## config.mk

```make
export PLATFORM = sky130hd
export DESIGN_NAME = apb_regbank
export DESIGN_NICKNAME = d
export VERILOG_FILES = /design/src/rtl/apb_regbank.sv
export SDC_FILE = /design/constraint.sdc
export NUM_CORES = 1
export LEC_CHECK = 0
export CAP_MARGIN = 20
export CORE_AREA = 10 10 419 421
export CTS_CLUSTER_SIZE = 25
export DETAILED_ROUTE_END_ITERATION = 16
export DIE_AREA = 0 0 429 431
export PLACE_DENSITY = 0.46
export SYNTH_ARGS = -nofsm -noshare
export SYNTH_HDL_FRONTEND = slang
export SYNTH_SLANG_ARGS = --single-unit
```

## constraint.sdc

```tcl
create_clock -name clk -period 2.7 [get_ports clk]
set_input_delay 0.405 -clock clk [delete_from_list [all_inputs] [get_ports clk]]
set_output_delay 0.405 -clock clk [all_outputs]
set_load 0.05 [all_outputs]
```

## src/rtl/apb_regbank.sv

```systemverilog
// apb_regbank: APB4 register bank with per-bit RW/RO/W1C fields, byte strobes,
// programmable wait states and an error response for bad addresses.
module apb_regbank #(
  parameter int ADDRW = 12,
  parameter int DATAW = 32,
  parameter int NREGS = 16,
  parameter int WAIT_CYC = 0,
  parameter logic [NREGS*DATAW-1:0] RST_VAL = '0,
  parameter logic [NREGS*DATAW-1:0] WMASK = '1,
  parameter logic [NREGS*DATAW-1:0] W1CMASK = '0
) (
  input  logic                   clk,
  input  logic                   rst_n,
  input  logic [ADDRW-1:0]       paddr,
  input  logic                   psel,
  input  logic                   penable,
  input  logic                   pwrite,
  input  logic [DATAW-1:0]       pwdata,
  input  logic [DATAW/8-1:0]     pstrb,
  output logic [DATAW-1:0]       prdata,
  output logic                   pready,
  output logic                   pslverr,
  input  logic [NREGS*DATAW-1:0] hw_set,
  output logic [NREGS*DATAW-1:0] reg_q
);
  localparam int NB = DATAW / 8;
  localparam int LSB = $clog2(NB);
  localparam int IW = NREGS > 1 ? $clog2(NREGS) : 1;
  typedef enum logic {IDLE, ACCESS} state_t;
  state_t state;
  logic [3:0] wcnt;
  logic [IW-1:0] idx_q;
  logic err_q;
  logic [DATAW-1:0] regs [NREGS];
  logic [DATAW-1:0] nxt [NREGS];
  logic [ADDRW-1:0] idx;
  logic err, setup, done, commit;
  logic [DATAW-1:0] lane, rd;
  assign idx = paddr >> LSB;
  assign err = idx >= ADDRW'(NREGS) || (paddr & ADDRW'(NB - 1)) != '0;
  assign pready = state == ACCESS && wcnt == '0;
  assign pslverr = pready && err_q;
  assign setup = state == IDLE && psel && !penable;
  assign done = state == ACCESS && psel && penable && pready;
  assign commit = done && pwrite && !err_q;
  // Hardware set is applied after the software update so a simultaneous set wins.
  function automatic logic [DATAW-1:0] upd(input logic [DATAW-1:0] r, wm, cm, hs, ln, wd,
                                           input logic en);
    logic [DATAW-1:0] w, c;
    w = en ? wm & ~cm & ln : '0;
    c = en ? cm & ln & wd : '0;
    return ((r & ~w) | (wd & w)) & ~c | (hs & cm);
  endfunction
  always_comb begin
    for (int b = 0; b < DATAW; b++) lane[b] = pstrb[b/8];
    rd = '0;
    for (int i = 0; i < NREGS; i++) begin
      nxt[i] = upd(regs[i], WMASK[i*DATAW +: DATAW], W1CMASK[i*DATAW +: DATAW],
                   hw_set[i*DATAW +: DATAW], lane, pwdata, commit && idx_q == IW'(i));
      if (idx == ADDRW'(i)) rd = regs[i] | (hw_set[i*DATAW +: DATAW] & W1CMASK[i*DATAW +: DATAW]);
    end
  end
  always_ff @(posedge clk or negedge rst_n)
    if (!rst_n) begin
      state <= IDLE;
      wcnt <= '0;
      idx_q <= '0;
      err_q <= 1'b0;
      prdata <= '0;
      for (int i = 0; i < NREGS; i++) regs[i] <= RST_VAL[i*DATAW +: DATAW];
    end else begin
      for (int i = 0; i < NREGS; i++) regs[i] <= nxt[i];
      if (setup) begin
        state <= ACCESS;
        wcnt <= 4'(WAIT_CYC);
        idx_q <= idx[IW-1:0];
        err_q <= err;
        prdata <= (err || pwrite) ? '0 : rd;
      end else if (state == ACCESS && (!psel || done)) begin
        state <= IDLE;
        wcnt <= '0;
        prdata <= '0;
      end else if (wcnt != '0) wcnt <= wcnt - 4'd1;
    end
  for (genvar g = 0; g < NREGS; g++) assign reg_q[g*DATAW +: DATAW] = regs[g];
endmodule

```

======== After elaboration in Yosys (flattened, before gate mapping) ========
Index checks and enable logic that the tools add are counted.
storage, ports and cells
  register bits ........................... 554
  bits in latches ......................... 0
  bits in writable memories ............... 0
  ROM bits ................................ 0
  input port bits ......................... 565
  memories kept ........................... 0
cells by class
  add/subtract/negate cells ............... 1
  multipliers ............................. 0
  divide/modulo/power cells ............... 0
  $lt $le $gt $ge ......................... 1
  eq/ne operators ......................... 30
  shift-type cells ........................ 0
  multiplexer cells ....................... 40
  bitwise logic cells ..................... 65
  reductions and logical operators ........ 39
operator list
  kind                 number
  $mux 32              35
  $and 32x32->32       32
  $not 32->32          16
  $or 32x32->32        16
  $eq 10x4->1 const B  8
  $eq 10x3->1 const B  4
  $eq 4x4->1 const B   8
  $logic_and 1x1->1    26
  $eq 10x2->1 const B  2
  $eq 4x3->1 const B   4
  $logic_not 12->1     1
  $mux 4               3
  $reduce_bool 12->1   1
  $eq 10x1->1 const B  1
  $ge 10x5->1 const B  1
  $eq 4x2->1 const B   2
  $logic_not 4->1      2
  $eq 4x1->1 const B   1
  $reduce_bool 4->1    1
  $sub 4x1->4 const B  1
  $logic_not 1->1      3
  $logic_or 1x1->1     3
  $reduce_bool 3->1    1
  $mux 1               2
  other kinds (2)      2

======== Logic depth before layout (Yosys ltp) ========
  word-level depth ........................ 19
  mapped depth ............................ 10
  mapped depth without buffers ............ 8

======== Least setup slack after synthesis ========
No wires, ideal clock.
  path kind ............................... reg2reg
  start ................................... register wcnt[0]
  end ..................................... register with a tool-made name
  setup time .............................. 128 ps
  data arrival time ....................... 2,479 ps
  data required time ...................... 2,572 ps
  slack ................................... 94 ps
  cell stages (with the launch flop) ...... 10
  clock period less this slack ............ 2,606 ps
  cells stage by stage .................... dfrtp_1 -> inv_1 -> ha_1 -> nor3b_2 -> and2_2 -> nand4_4 -> buf_4 -> nor3_2 -> nand2_1 -> mux2_1
RTL lines
  item                      line  RTL
  start: declaration        31    logic [3:0] wcnt;
  start signal: assignment  75    wcnt <= 4'(WAIT_CYC);
  start signal: assignment  83    end else if (wcnt != '0) wcnt <= wcnt - 4'd1;

==> results.yml <==
routing:
  drc: 0
  via_per_inst: 4.41
  drt_wl_total_um: 181000
  drt_iter0_drc: 1792
  antenna_left: 0
  drt_first_pass_iters: 5
  vias: 23100
  post_drt_wl_per_cell_um: 34.6
sta:
  rsz0062_at_grt: "true"
  fin_ws_ns: 0.0613
  min_period_ns: 2.64
  setup_viol: 0
  fin_hold_ws_ns: 0.206
  relSlewSlack_pct: 39.2
  period_share_pct: 97.7
  fin_skew_ns: 0.0411
  drv_slew: 0
  hold_viol_final: 0
  worstMarginPinSlew_ns: 0.910
  max_freq_mhz: 379
yosys:
  synth-edff-count: 0
  ys_ff_latch: 554
  ys_seq_area_share_pct: 53.6
  ys_types: 65
  synthesis.nets: 2661
  synth_common_cells: "dfrtp_1, mux2_2, nand2_1, o21ai_0, clkbuf_1"
  yosys.area.top_type: "dfrtp_1"
  synth_warnings: 0
  yosysTopAreaCellShare_pct: 53.6
  synthFlopType: "dfrtp_1"
  synthCells: 2095
  synth.most_common_cell: "dfrtp_1"
  synth_area_mm2: 0.0259
  yosys-top-cells-area: "dfrtp_1, mux2_2, nand2_1, o21ai_0, a21oi_1"
  synth.avg_cell_area_um2: 12.3
  async_flop_share_pct: 100
floorplan:
  die_w_um: 429
  core-area_mm2: 0.167
  die_h_um: 431
  boundaryPins: 1111
  dieArea_mm2: 0.185
  start_util_pct: 15.5
  row_count: 150
clock_network:
  cts-root-buf: "clkbuf_16"
  clkLatencyLatePin_ns: 0.68
  tritoncts: "done"
  path_clk_slew_ns: 0.06
  numCtsBuffers: 70
  clockBufferDepth: 3
  htree_levels: 3
  numClockSinks: 554
hold_path:
  hold_class: "primary input to async pin"
grt:
  antenna_found_initial: 8
  grt-ovfl-total: 0
  grt_start_max_net_pins: 94
  first_global_vias: 23300
  grt_first_pass_wirelength_um: 236000
  track_usage_pct: 18.8
worst_setup_path:
  critPathMaxFanout: 8
  critPathArrivalTime_ns: 3.20
  crit_path_start_kind: "register"
  rr_worst_depth: 13
  r2r-start: "wcnt[0]"
  max_stage_delay_ns: 0.41
  required_ns: 3.26
  crit_slowest_cell: "dfrtp_1"
  r2r_setup_slack_ns: 0.06
  path_common_cell: "buf_12"
  worstSetupPathType: "register to register"
  crit_path_end_kind: "register"
  path_cells: "inv_1, ha_2, nor3b_4, and2_4, nand4_4, buf_12, buf_12, nor3_4, buf_4, buf_6, nand2_2, buf_12, mux2_2"
placed_design:
  placedCellCount: 5082
  dp.final_hpwl_um: 144000
  gp_congestion: 0.883
  port_buffers: 598
  placed_area_mm2: 0.0375
  post-place-ws_ns: -0.556
final_layout:
  drive_above_1_share_pct: 36.3
  final_area_mm2: 0.0402
  stdcell_count: 5226
  final_nets: 3529
  syn2layout_area_growth_pct: 55.6
job:
  maxCapViolCount: 0
outcome:
  outcome: "finished clean"
power:
  powerDensity_mw_per_mm2: 505
  p_leak_nw: 18.3
  irDropWorstVdd_mv: 0.394
cell usage in the layout (no fill, tap or decap), types with 8 or more instances in the layout:
master,netlist,final
dfrtp_1,554,554
clkdlybuf4s50_1,0,515
mux2_2,497,497
buf_4,1,295
nand2_1,153,142
o21ai_0,109,109
buf_12,0,98
a21oi_1,95,95
nor2_1,94,92
clkbuf_16,0,70
mux2i_1,43,43
o22ai_1,39,39
a22oi_1,36,36
mux2_1,35,35
mux4_2,20,20
nand2_2,8,18
nor3_1,24,18
o221ai_1,18,18
nand2b_1,16,16
clkbuf_8,0,16
inv_1,15,14
nand3_1,14,14
or3_1,14,14
buf_6,0,14
a2bb2oi_1,13,13
a211oi_1,12,12
clkbuf_1,99,12
a221oi_1,10,10
o31ai_1,10,10
clkinv_2,0,10
nor3_4,0,9
o32ai_1,9,9
nor2b_1,10,8
a31oi_1,8,8
a222oi_1,8,8
worst max path at each step:
stage	start	endpoint	slack, ns	cells after the start
after global routing	wcnt[0]	register	-0.02	13
after floorplan	wcnt[0]	register	0.09	9
final	wcnt[0]	register	0.06	13
after global placement	paddr[10]	prdata[16]	-0.54	9
after CTS	wcnt[0]	register	0.006	11
after detailed placement	paddr[10]	prdata[16]	-0.56	9
metal layers:
layer | GRT usage, % | up-vias | part of all wire (%)
met3 | 8.12 | 201 | 10
met5 | 0 | - | 0
met2 | 28.5 | 1028 | 43
met4 | 7.36 | 0 | 4.5
li1 | - | 9552 | -
met1 | 23.4 | 12300 | 42
layout make-up:
type                            instances  area [um2]
Inverter                               16        60.1
Antenna cell                            7        17.5
Sequential cell                       554       13900
Multi-Input combinational cell       1395       11600
Timing Repair Buffer                  926        9530
Fill cell                           17800      126000
Tap cell                             2204        2760
Clock buffer                           98        2020
Clock inverter                         26         383
logic make-up (layout without fill, tap and decap cells):
group / count (synthesis) / in the layout / synth area share (%)
multiplexers: 595 / 595 / 26.6
flip-flops: 554 / 554 / 53.6
AO/OA/AOI/OAI: 421 / 421 / 10.6
AND/OR/NAND/NOR: 377 / 377 / 6.95
buffers and inverters: 146 / 1066 / 2.21
adder cells (fa/ha/maj): 1 / 1 / 0.0484
XOR/XNOR: 1 / 1 / 0.0339
other: 0 / 7 / 0
metrics by stage:
stage | total power [W] | util, % | TNS [ns]
2_1_floorplan | 0.00929 | - | 0
5_1_grt | 0.0210 | 24.1 | -0.148
3_3_place_gp | 0.0104 | 22.5 | -70.41
4_1_cts | 0.0205 | 24.0 | 0
6_report | 0.0203 | 24.1 | 0
3_5_place_dp | 0.0104 | 22.5 | -70.91
power breakdown:
| group | total, W | switching, W | internal (W) | leakage, nW |
|---|---|---|---|---|
| combinational | 0.00186 | 0.00128 | 0.000588 | 9.36 |
| sequential | 0.00845 | 0.0000841 | 0.00836 | 7.72 |
| clock | 0.00999 | 0.00407 | 0.00591 | 1.17 |
worst max-delay path: cells and delay by family, from the launching register on:
family        cells  cell delay (ns)
fa+ha+maj         1             0.18
buf+inv           6             0.86
flops             1             0.41
mux               1             0.28
simple gates      5             0.76
what timing repair did:
action                     4_1_cts  5_1_grt
setup buffers                    1       11
setup endpoints to repair      301      440
pin swaps                        2       10
hold buffers                     1        0
resized for setup               12       35
hold endpoints to repair       205        0
Note: power is estimated with default switching activity, not from simulation.
